===== config.mk =====
export PLATFORM = sky130hd
export DESIGN_NAME = smpc_pad_reader_flat
export DESIGN_NICKNAME = d
export VERILOG_FILES = /design/src/rtl/smpc_pad_reader_pkg.sv /design/src/rtl/smpc_pad_reader_if.sv /design/src/rtl/smpc_pad_reader_sync.sv /design/src/rtl/smpc_pad_reader.sv /design/src/flat_wrapper.sv
export SDC_FILE = /design/constraint.sdc
export NUM_CORES = 1
export LEC_CHECK = 0
export CORE_ASPECT_RATIO = 0.8
export CORE_MARGIN = 4
export CORE_UTILIZATION = 35
export DETAILED_ROUTE_END_ITERATION = 8
export PLACE_DENSITY = 0.57
export SLEW_MARGIN = 30
export SYNTH_ARGS = -nofsm -noshare
export SYNTH_HDL_FRONTEND = slang
export SYNTH_SLANG_ARGS = --single-unit

===== constraint.sdc =====
create_clock -name CLK -period 3.4 [get_ports CLK]
set_input_delay 0.51 -clock CLK [delete_from_list [all_inputs] [get_ports CLK]]
set_output_delay 0.51 -clock CLK [all_outputs]
set_load 0.01 [all_outputs]

===== src/rtl/smpc_pad_reader_pkg.sv =====
// rtl/smpc_pad_reader_pkg.sv - FSM states, peripheral constants and pin helpers for the pad reader
package smpc_pkg;

    typedef enum logic [2:0] {
        ST_IDLE,
        ST_SEL,
        ST_WAIT,
        ST_SAMP,
        ST_EMIT,
        ST_FIN
    } PadState_t;

    localparam logic [2:0] PAD_ID_STD  = 3'b100;
    localparam logic [7:0] PST_DIRECT1 = 8'hF1;
    localparam logic [7:0] PST_NONE    = 8'hF0;
    localparam logic [7:0] PAD_DEVID   = 8'h02;
    localparam logic [6:0] PIN_IDLE    = 7'h60;

    // {TH,TR} follows the phase number; TL and the data pins are never driven high
    function automatic logic [6:0] phase_drive(input logic [1:0] ph);
        return {ph, 5'b0_0000};
    endfunction

endpackage


===== src/rtl/smpc_pad_reader_if.sv =====
// rtl/smpc_pad_reader_if.sv - peripheral byte stream from the pad reader to the SMPC OREG writer
interface smpc_pad_reader_if;
    logic [7:0] BYTE_DATA;
    logic       BYTE_VALID;
    logic       BYTE_READY;

    modport master (output BYTE_DATA, output BYTE_VALID, input BYTE_READY);
    modport slave  (input BYTE_DATA, input BYTE_VALID, output BYTE_READY);
endinterface


===== src/rtl/smpc_pad_reader_sync.sv =====
// rtl/smpc_pad_reader_sync.sv - 2-flop pin synchronizer, built only when SMPC_PAD_SYNC_EN is defined
`ifdef SMPC_PAD_SYNC_EN
module smpc_pad_sync #(
    parameter int W = 8
) (
    input  logic         clk,
    input  logic         rst_n,
    input  logic [W-1:0] d,
    output logic [W-1:0] q
);
    logic [W-1:0] meta_q, meta_d;
    logic [W-1:0] sync_q, sync_d;

    always_comb begin
        meta_d = d;
        sync_d = meta_q;
    end

    always_ff @(posedge clk or negedge rst_n) begin
        if (!rst_n) begin
            meta_q <= '0;
            sync_q <= '0;
        end else begin
            meta_q <= meta_d;
            sync_q <= sync_d;
        end
    end

    assign q = sync_q;
endmodule
`endif


===== src/rtl/smpc_pad_reader.sv =====
// rtl/smpc_pad_reader.sv - 4-phase standard-pad scanner for ports 1/2 feeding INTBACK peripheral bytes
// Define SMPC_PAD_SYNC_EN to sample P1I/P2I through a 2-flop synchronizer instead of directly.
module smpc_pad_reader
    import smpc_pkg::*;
#(
    parameter int SETTLE = 8,
    parameter int CNT_W  = 8
) (
    input  logic              CLK,
    input  logic              RST_N,
    input  logic              CE,
    input  logic              START,
    input  logic [1:0]        PORT_EN,
    input  logic [6:0]        P1I,
    output logic [6:0]        P1O,
    input  logic [6:0]        P2I,
    output logic [6:0]        P2O,
    smpc_pad_reader_if.master byte_if,
    output logic              BUSY,
    output logic              DONE
);
    PadState_t        state_q, state_d;
    logic [1:0]       ph_q, ph_d;
    logic [CNT_W-1:0] cnt_q, cnt_d;
    logic             port_q, port_d;
    logic             en2_q, en2_d;
    logic [1:0]       bidx_q, bidx_d;
    logic [3:0][3:0]  nib_q, nib_d;
    logic [6:0]       p1o_q, p1o_d;
    logic [6:0]       p2o_q, p2o_d;
    logic [7:0]       pins_s;
    logic             is_pad;
    logic [1:0]       last_idx;
    logic             unused_pins;

    assign unused_pins = ^{P1I[6:4], P2I[6:4]};

`ifdef SMPC_PAD_SYNC_EN
    smpc_pad_sync #(.W(8)) u_sync (
        .clk   (CLK),
        .rst_n (RST_N),
        .d     ({P2I[3:0], P1I[3:0]}),
        .q     (pins_s)
    );
`else
    assign pins_s = {P2I[3:0], P1I[3:0]};
`endif

    assign is_pad   = (nib_q[3][2:0] == PAD_ID_STD);
    assign last_idx = is_pad ? 2'd3 : 2'd0;

    always_comb begin
        state_d = state_q;
        ph_d    = ph_q;
        cnt_d   = cnt_q;
        port_d  = port_q;
        en2_d   = en2_q;
        bidx_d  = bidx_q;
        nib_d   = nib_q;
        p1o_d   = p1o_q;
        p2o_d   = p2o_q;
        case (state_q)
            ST_IDLE: begin
                // START is a single-CLK pulse, so it is taken even on a non-CE cycle
                if (START) begin
                    en2_d   = PORT_EN[1];
                    port_d  = ~PORT_EN[0];
                    ph_d    = 2'd0;
                    state_d = (PORT_EN == 2'b00) ? ST_FIN : ST_SEL;
                end
            end
            ST_SEL: begin
                if (CE) begin
                    p1o_d   = port_q ? PIN_IDLE : phase_drive(ph_q);
                    p2o_d   = port_q ? phase_drive(ph_q) : PIN_IDLE;
                    cnt_d   = CNT_W'(SETTLE);
                    state_d = ST_WAIT;
                end
            end
            ST_WAIT: begin
                if (CE) begin
                    cnt_d = cnt_q - 1'b1;
                    if (cnt_q == CNT_W'(1)) state_d = ST_SAMP;
                end
            end
            ST_SAMP: begin
                if (CE) begin
                    nib_d[ph_q] = port_q ? pins_s[7:4] : pins_s[3:0];
                    ph_d        = ph_q + 2'd1;
                    bidx_d      = 2'd0;
                    state_d     = (ph_q == 2'd3) ? ST_EMIT : ST_SEL;
                end
            end
            ST_EMIT: begin
                // the byte handshake runs at full CLK rate regardless of CE
                if (byte_if.BYTE_READY) begin
                    if (bidx_q == last_idx) begin
                        if (!port_q && en2_q) begin
                            port_d  = 1'b1;
                            state_d = ST_SEL;
                        end else begin
                            state_d = ST_FIN;
                        end
                    end else begin
                        bidx_d = bidx_q + 2'd1;
                    end
                end
            end
            ST_FIN: begin
                p1o_d   = PIN_IDLE;
                p2o_d   = PIN_IDLE;
                state_d = ST_IDLE;
            end
            default: state_d = ST_IDLE;
        endcase
    end

    always_ff @(posedge CLK or negedge RST_N) begin
        if (!RST_N) begin
            state_q <= ST_IDLE;
            ph_q    <= 2'd0;
            cnt_q   <= '0;
            port_q  <= 1'b0;
            en2_q   <= 1'b0;
            bidx_q  <= 2'd0;
            nib_q   <= '0;
            p1o_q   <= PIN_IDLE;
            p2o_q   <= PIN_IDLE;
        end else begin
            state_q <= state_d;
            ph_q    <= ph_d;
            cnt_q   <= cnt_d;
            port_q  <= port_d;
            en2_q   <= en2_d;
            bidx_q  <= bidx_d;
            nib_q   <= nib_d;
            p1o_q   <= p1o_d;
            p2o_q   <= p2o_d;
        end
    end

    always_comb begin
        byte_if.BYTE_VALID = (state_q == ST_EMIT);
        byte_if.BYTE_DATA  = 8'h00;
        if (state_q == ST_EMIT) begin
            case (bidx_q)
                2'd0:    byte_if.BYTE_DATA = is_pad ? PST_DIRECT1 : PST_NONE;
                2'd1:    byte_if.BYTE_DATA = PAD_DEVID;
                2'd2:    byte_if.BYTE_DATA = {nib_q[2], nib_q[1]};
                default: byte_if.BYTE_DATA = {nib_q[0], nib_q[3]};
            endcase
        end
    end

    assign P1O  = p1o_q;
    assign P2O  = p2o_q;
    assign BUSY = (state_q != ST_IDLE) && (state_q != ST_FIN);
    assign DONE = (state_q == ST_FIN);

endmodule


===== src/flat_wrapper.sv =====
// flat-port wrapper written by rule: the top's interface ports become plain ports
module smpc_pad_reader_flat import smpc_pkg::*;
#(
    parameter int SETTLE = 8,
    parameter int CNT_W  = 8
)
  (CLK, RST_N, CE, START, PORT_EN, P1I, P1O, P2I, P2O, BUSY, DONE, byte_if_BYTE_DATA, byte_if_BYTE_VALID, byte_if_BYTE_READY);
  smpc_pad_reader_if byte_if_i ();
  input  logic CLK;
  input  logic RST_N;
  input  logic CE;
  input  logic START;
  input  logic [1:0] PORT_EN;
  input  logic [6:0] P1I;
  output logic [6:0] P1O;
  input  logic [6:0] P2I;
  output logic [6:0] P2O;
  output logic BUSY;
  output logic DONE;
  output wire logic [$bits(byte_if_i.BYTE_DATA)-1:0] byte_if_BYTE_DATA;
  output wire logic [$bits(byte_if_i.BYTE_VALID)-1:0] byte_if_BYTE_VALID;
  input wire logic [$bits(byte_if_i.BYTE_READY)-1:0] byte_if_BYTE_READY;
  assign byte_if_BYTE_DATA = byte_if_i.BYTE_DATA;
  assign byte_if_BYTE_VALID = byte_if_i.BYTE_VALID;
  assign byte_if_i.BYTE_READY = byte_if_BYTE_READY;
  smpc_pad_reader #(.SETTLE(SETTLE), .CNT_W(CNT_W)) u_core (.CLK(CLK), .RST_N(RST_N), .CE(CE), .START(START), .PORT_EN(PORT_EN), .P1I(P1I), .P1O(P1O), .P2I(P2I), .P2O(P2O), .byte_if(byte_if_i), .BUSY(BUSY), .DONE(DONE));
endmodule

## Yosys cells after proc, flatten, opt, wreduce, memory -nomap -nowiden

Index checks and enable logic that the tools add are counted.

- Register bits after elaboration: 47
- Input bits: 21

- Multiplexer cells: 40
- Bitwise gates (word level): 1
- Magnitude comparators: 2
- Add/sub/neg operators: 3
- Eq/ne operators: 21
- Reduce and logical (&&, ||, !) cells: 21

Operators with widths:

| cell | count |
|---|---|
| 3-bit 2-to-1 mux | 10 |
| 7-bit 2-to-1 mux | 4 |
| 7-bit one-hot mux with 2 select lines | 2 |
| 8-bit 2-to-1 mux | 3 |
| 8-bit one-hot mux with 3 select lines | 1 |
| 16-bit bitwise mux | 1 |
| 8-bit one-hot mux with 2 select lines | 1 |
| 3-bit one-hot mux with 5 select lines | 1 |
| 2-bit 2-to-1 mux | 6 |
| 2-bit inequality test (second input constant) | 5 |
| 2-bit nonzero test | 5 |
| 3-bit == test (second input constant) | 3 |
| 4-bit demux with 2-bit select | 1 |
| 8-bit by 1-bit == test with 1-bit output (second input constant) | 1 |
| 4-bit 2-to-1 mux | 2 |
| 2-bit by 1-bit inequality test with 1-bit output (second input constant) | 4 |
| 2-bit one-hot mux with 2 select lines | 2 |
| 8-bit by 1-bit subtractor with 8-bit output (second input constant) | 1 |
| 7-bit AND reduction | 1 |
| 3-bit by 2-bit == test with 1-bit output (second input constant) | 2 |
| 2-bit AND reduction | 3 |
| 3-bit AND reduction | 2 |
| 1-bit 2-to-1 mux | 5 |
| 5-bit AND reduction | 1 |
| other kinds (16) | 21 |

## Depth between registers and ports, before layout

Gate-level depths: netlist of run 1.

- Depth after elaboration: 6
- Depth in mapped cells: 7
- Mapped depth without buffers: 6

## Least setup slack after synthesis of run 1

OpenSTA, ideal clock, no wires.

- Kind: register -> output
- From: reg u_core.bidx_q[0]
- To: out byte_if_BYTE_DATA[0]
- Data required time: 2,890 ps
- Setup slack: 1,617 ps
- Path buffers: 1
- Stages on the path, launching flop included: 6
- Arrival time: 1,273 ps
- Path through: dfrtp_1 > inv_1 > ha_1 > clkbuf_1 > a221oi_1 > nor3_1

- Cells in the longest elaborated chain, start to end: 3
- Elaborated cells between the ends (all ways): 5

RTL lines:

| item | line | RTL |
|---|---|---|
| from (decl) | smpc_pad_reader.sv:27 | `logic [1:0] bidx_q, bidx_d;` |
| from (signal assigned) | smpc_pad_reader.sv:135 | `bidx_q <= bidx_d;` |
| 2-bit == test (tied with other cells) | smpc_pad_reader.sv:146 | `case (bidx_q)` |
| 8-bit one-hot mux with 3 select lines (*) | smpc_pad_reader.sv:146 |  |
| 8-bit 2-to-1 mux (*) | smpc_pad_reader.sv:145 | `if (state_q == ST_EMIT) begin` |
| to (decl) | flat_wrapper.sv:20 | `output wire logic [$bits(byte_if_i.BYTE_DATA)-1:0] byte_if_BYTE_DATA;` |

Every way passes the cells marked *; elsewhere a longest branch is shown, timed or not.

## Worst setup path after layout of run 1

- From: reg u_core.bidx_q[0]
- To: out byte_if_BYTE_DATA[7]

The elaborated chain is that of the path after synthesis.

==> key figures, run 1 <==
Routing
  • Vias/cell: 4.90
  • Wire length per cell: 13.2 microns
  • TritonRoute pass-1 iters: 6
  • WL final: 4690 microns
  • Via count: 1734
  • # DRC: 0
  • Antenna Nets Post-Route: 0
  • Iteration-0 DRC Markers: 99

Floorplanning
  • Rows: 25
  • Core ar.: 5910 sq um
  • Die Wd: 95.3 microns
  • Initial Utilization: 0.361
  • Die ar.: 7420 sq um
  • Ports: 46
  • Height of the die: 77.9 microns

Clock network
  • Num CTS Buffers: 5
  • Clock Path Buffers: 2
  • CTS root buf: clkbuf_8
  • CTS tree: done
  • Clk sinks: 37
  • Clock transition at path regs: 80 ps
  • Post-CTS Hold Buffers: 0
  • Clock Latency Late Sink: 300 ps
  • H-tree depth: 2
  • Post-CTS resize count: 0
  • Setup bufs post-CTS: 0

Power and ir drop
  • Static Leak: 1.17 nW
  • Maximum vdd drop: 0.000330 V
  • Power per cell area: 775 nW/um^2

STA
  • Final max-slew violation count: 0
  • Hold Fails Final Rpt: 0
  • Max Clock Freq: 373 MHz
  • Max-slew headroom: 0.534
  • Final setup violation count: 0
  • Fin crit share: 0.788
  • Worst Skew: 15.1 ps
  • Setup TNS: 0 ps
  • RSZ-0062 raised after global routing: false
  • Worst slew pin tran: 690 ps
  • Minimum clock period after layout: 2680 ps
  • Setup WS post-layout: 721 ps

Worst setup path
  • Startpoint Class: flip-flop
  • Critical Path End Type: output pin
  • Worst Path Max Fanout: 8
  • R2R depth: 5
  • Required @ worst endpoint: 2890 ps
  • Worst path arrival time: 2170 ps
  • WS Path Type: flip-flop to output pin

Synthesis
  • Sequential area share after synthesis: 0.436
  • Ys Warns: 0
  • Syn Inst Count: 243
  • Synthesized flop and latch total: 37
  • FFs w/ async S/R, synth: 1.00
  • Yosys top cell area share: 0.387
  • Netlist Area Pre-Place: 2140 sq um
  • Top cells by area, synth: dfrtp_1 (39%), nand2_1 (6.3%), ha_1 (5.9%)
  • Syn avg cell area: 8.79 sq um
  • Number of flops mapped to enable cells by yosys: 0
  • Commonest register cell after synthesis: dfrtp_1
  • Yosys cell types: 42
  • Synth area leader: dfrtp_1

Global route
  • Antenna violations before repair: 0
  • Vias in the first global route: 1666
  • First-pass GRT wire length: 8090 microns
  • GRT overflow: 0
  • Gr usage total: 0.140
  • Largest net degree at the start of global routing: 38

Cells and area
  • Antenna cells: 0
  • P&R area growth vs syn: 22.1%
  • Commonest non-fill, non-tap cell in the layout: nand2_1
  • Nets@finish: 303
  • Design area: 2610 sq um
  • Ratio of cells with drive above 1 in the final layout: 0.0733
  • Most frequent cells in the layout: nand2_1 (36), dfrtp_1 (33), clkdlybuf4s50_1 (29)

Placed design
  • Count of input and output buffers: 29
  • HPWL after DPL: 3430 microns
  • Dpl cell area: 2470 sq um
  • RD Place Congestion: 0.767
  • DP Worst Slack: 1020 ps

Flow run
  • Total of max-cap violations: 0

Hold path
  • Hold Crit Depth: 2
  • HP Class: flip-flop to flip-flop

Status
  • Status: complete, no violations
[Yosys cell counts, types with 5 or more instances]
| cell | instances |
|---|---|
| nand2_1 | 36 |
| dfrtp_1 | 33 |
| nor2_1 | 25 |
| o21ai_0 | 24 |
| a21oi_1 | 19 |
| inv_1 | 12 |
| buf_4 | 11 |
| ha_1 | 10 |
| mux2i_1 | 6 |
| nand4_1 | 6 |
| clkbuf_1 | 5 |
| nor3_1 | 5 |
| xor2_1 | 5 |
[layout make-up]
cell class	instances	area (sq um)
clock inverters	3	68.8
well taps	81	101
multi-input cells	183	1070
repair buffers	33	320
clock buffers	5	68.8
inverters	12	45.0
flip-flops and latches	37	931
fillers	584	3300
[per-stage QoR]
| stage | hold WS (ps) | util | cells | total power [mW] |
|---|---|---|---|---|
| 2_1_floorplan | 214 | - | 252 | 1.27 |
| 3_3_place_gp | 463 | 0.418 | 346 | 1.56 |
| 3_5_place_dp | 470 | 0.418 | 346 | 1.57 |
| 4_1_cts | 489 | 0.441 | 354 | 2.04 |
| 5_1_grt | 509 | 0.441 | 354 | 2.20 |
| 6_report | 486 | 0.441 | 354 | 2.02 |
[layer usage]
layer / wire [microns] / up-vias / track usage
met3: 187 / 4 / 0.0300
met1: 2500 / 821 / 0.205
li1: - / 873 / -
met2: 1960 / 36 / 0.201
met5: 0 / - / 0
met4: 43 / 0 / 0.0519
[report_power, final]
| group | internal, mW | leakage, nW | switching, mW | total (mW) |
|---|---|---|---|---|
| combinational | 0.381 | 0.620 | 0.452 | 0.833 |
| sequential | 0.581 | 0.478 | 0.143 | 0.724 |
| clock | 0.295 | 0.0687 | 0.168 | 0.463 |
| total | 1.26 | 1.17 | 0.763 | 2.02 |
[path summary, 6_finish.rpt]
kind                              startpoint  slack [ps]                   end
min in group asynchronous              RST_N         620       u_core.cnt_q[3]
max in group asynchronous              RST_N        2430         u_core.P1O[5]
max                         u_core.bidx_q[0]         720  byte_if_BYTE_DATA[7]
max reg2reg                u_core.state_q[2]        1720       u_core.cnt_q[7]
min reg2reg                  u_core.nib_q[3]         490       u_core.nib_q[3]
min                          u_core.nib_q[3]         490       u_core.nib_q[3]
[logic make-up (layout without fill, tap and decap cells)]
group | count (synthesis) | count (layout) | share of synthesized area
simple gates | 89 | 89 | 0.194
fa+ha+maj | 10 | 10 | 0.0586
xor+xnor | 7 | 7 | 0.0322
buf+inv | 32 | 53 | 0.0773
other cells | 1 | 10 | 0.00176
compound gates | 61 | 61 | 0.172
flops | 37 | 37 | 0.436
mux | 6 | 6 | 0.0281
[worst max-delay path, stage by stage (launching register included)]
cell	delay, ps
dfrtp_1	450
inv_1	150
ha_1	340
a21oi_1	120
nor2_1	100
a21oi_1	50
nor2_1	110
clkdlybuf4s50_1	550
[flip-flops by register name, summed over array words and instances (netlist names)]
register / count
u_core.nib_q: 16
u_core.cnt_q: 8
u_core.state_q: 3
u_core.P1O: 2
u_core.P2O: 2
u_core.bidx_q: 2
u_core.ph_q: 2
u_core.en2_q: 1
u_core.port_q: 1
No activity file was read; power rests on OpenSTA's default activity.
==> run 2: changes to the inputs <==
==> constraint.sdc (replaced) <==
create_clock -name CLK -period 2.7 [get_ports CLK]
set_input_delay 0.405 -clock CLK [delete_from_list [all_inputs] [get_ports CLK]]
set_output_delay 0.405 -clock CLK [all_outputs]
set_load 0.01 [all_outputs]
==> run 2 against run 1 <==
  * Critical path type unchanged
  * Clock power decreased by 21%
  * Final cell count increased by 0.56%
  * Critical path depth decreased by 3
  * Largest power group unchanged
  * Clock skew decreased by 8.2 ps
  * Flip-flop and latch count unchanged
  * Total power increased by 17%
  * Global-route usage increased by 0.072 points
==> key figures, run 2 (same netlist as run 1, synthesis figures left out) <==
Floorplanning
  • Rows: 25
  • Ports: 46
  • Initial Utilization: 0.361
  • Height of the die: 77.9 microns
  • Die Wd: 95.3 microns
  • Die ar.: 7420 sq um
  • Core ar.: 5910 sq um

Power and ir drop
  • Flop pwr share: 0.378
  • Net Switching: 0.942 mW
  • Power per cell area: 916 nW/um^2
  • Int Pwr: 1.41 mW
  • Clock share of power: 0.156
  • Switching portion of total power: 0.400
  • Tot Pwr: 2.35 mW
  • Static Leak: 1.15 nW
  • Comb pwr share: 0.466
  • Maximum vdd drop: 0.000450 V

STA
  • Final max-slew violation count: 0
  • Max Clock Freq: 398 MHz
  • Worst Skew: 6.84 ps
  • Hold Fails Final Rpt: 0
  • Minimum clock period after layout: 2510 ps
  • Fin crit share: 0.930
  • Max-slew headroom: 0.513
  • RSZ-0062 raised after global routing: false
  • Setup TNS: 0 ps
  • Worst slew pin tran: 720 ps
  • Final setup violation count: 0

Cells and area
  • Commonest non-fill, non-tap cell in the layout: nand2_1
  • Largest registers: u_core.nib_q x16, u_core.cnt_q x8, u_core.state_q x3
  • Ratio of cells with drive above 1 in the final layout: 0.0800
  • Fillcell total: 610
  • Most frequent cells in the layout: nand2_1 (36), dfrtp_1 (33), clkdlybuf4s50_1 (29)
  • Flip-flop count of the largest register after layout: 16
  • Antenna cells: 0
  • P&R area growth vs syn: 20.4%
  • Top reg by flops: u_core.nib_q
  • Nets@finish: 305

Worst setup path
  • Required @ worst endpoint: 2300 ps
  • Worst Path Max Fanout: 16
  • Worst path arrival time: 2110 ps
  • Startpoint Class: flip-flop
  • WS Path Type: flip-flop to output pin
  • CP max stage cell: clkdlybuf4s50_1
  • Crit path largest cell delay: 560 ps
  • Critical Path End Type: output pin
  • CP cell instances: ha_1, a221oi_1, nor3_1, clkdlybuf4s50_1

Routing
  • # DRC: 0
  • WL final: 4730 microns
  • TritonRoute pass-1 iters: 5
  • Antenna Nets Post-Route: 0
  • Vias/cell: 4.92
  • Wire length per cell: 13.3 microns
  • Iteration-0 DRC Markers: 125
  • Via count: 1752

Hold path
  • HP Class: flip-flop to flip-flop

Placed design
  • Count of input and output buffers: 29
  • RD Place Congestion: 0.792
  • HPWL after DPL: 3530 microns

Global route
  • Gr usage total: 0.141
  • Largest net degree at the start of global routing: 38
  • First-pass GRT wire length: 8210 microns
  • Vias in the first global route: 1728
  • Antenna violations before repair: 0
  • GRT overflow: 0

Clock network
  • Post-CTS resize count: 0
  • Setup bufs post-CTS: 0
  • H-tree depth: 2
  • Clock Latency Late Sink: 280 ps
  • Clock transition at path regs: 70 ps
  • Clock Path Buffers: 2
  • CTS tree: done
  • Clk sinks: 37
  • Post-CTS Hold Buffers: 0
  • CTS root buf: clkbuf_8
  • Num CTS Buffers: 5

Status
  • Status: complete, no violations

Flow run
  • Total of max-cap violations: 0
-- run 2: cell types whose count changed in the layout (fill, tap and decap cells not counted), sizes merged --
cell    before  now
clkinv       0    2
inv         13   12
buf          4    6
bufinv       2    0
clkbuf       5    6
-- run 2: worst paths after layout --
| kind | startpoint | end | slack [ps] | cells after the start |
|---|---|---|---|---|
| max in group asynchronous | RST_N | u_core.P1O[5] | 1800 | 2 |
| setup / recovery | u_core.bidx_q[1] | byte_if_BYTE_DATA[0] | 190 | 4 |
| hold reg to reg | u_core.nib_q[3] | u_core.nib_q[3] | 480 | 2 |
| hold / removal | u_core.nib_q[3] | u_core.nib_q[3] | 480 | 2 |
| min in group asynchronous | RST_N | u_core.cnt_q[3] | 540 | 2 |
| setup reg to reg | u_core.state_q[1] | u_core.cnt_q[7] | 1040 | 5 |
-- run 2: routing by layer --
| layer | GRT usage | wire, microns | up-vias |
|---|---|---|---|
| met5 | 0 | 0 | - |
| met4 | 0.0346 | 47 | 0 |
| met3 | 0.0378 | 167 | 4 |
| met2 | 0.202 | 2000 | 27 |
| met1 | 0.208 | 2520 | 842 |
| li1 | - | - | 879 |
-- run 2: area by class of cell --
class / instances / area, sq um / share of cell area
Clock inverter: 2 / 10.0 / 0.00389
Inverter: 12 / 45.0 / 0.0175
Timing Repair Buffer: 35 / 335 / 0.130
Multi-Input combinational cell: 183 / 1080 / 0.418
Clock buffer: 6 / 72.6 / 0.0282
Sequential cell: 37 / 931 / 0.362
Tap cell: 81 / 101 / 0.0394
-- run 2: metrics by stage --
step	util	hold slack [ps]	instances	cell area (sq um)	setup slack, ps
after floorplan	-	109	252	2170	1020
after global placement	0.421	461	348	2490	445
after detailed placement	0.421	471	348	2490	445
after CTS	0.434	488	356	2570	118
after global routing	0.435	501	356	2570	12.9
final	0.435	482	356	2570	188
-- run 2: worst max-delay path: cells and delay by family (launching register included) --
| kind | cells | cell delay (ps) |
|---|---|---|
| compound gates | 1 | 110 |
| fa+ha+maj | 1 | 530 |
| buf+inv | 1 | 560 |
| flops | 1 | 460 |
| simple gates | 1 | 170 |
-- run 2: power groups by stage --
stage	combinational, mW	clock [mW]	sequential (mW)
2_1_floorplan	0.734	0	0.860
3_3_place_gp	1.09	0	0.897
3_5_place_dp	1.09	0	0.898
4_1_cts	1.10	0.392	0.889
5_1_grt	1.24	0.415	0.915
6_report	1.10	0.367	0.890
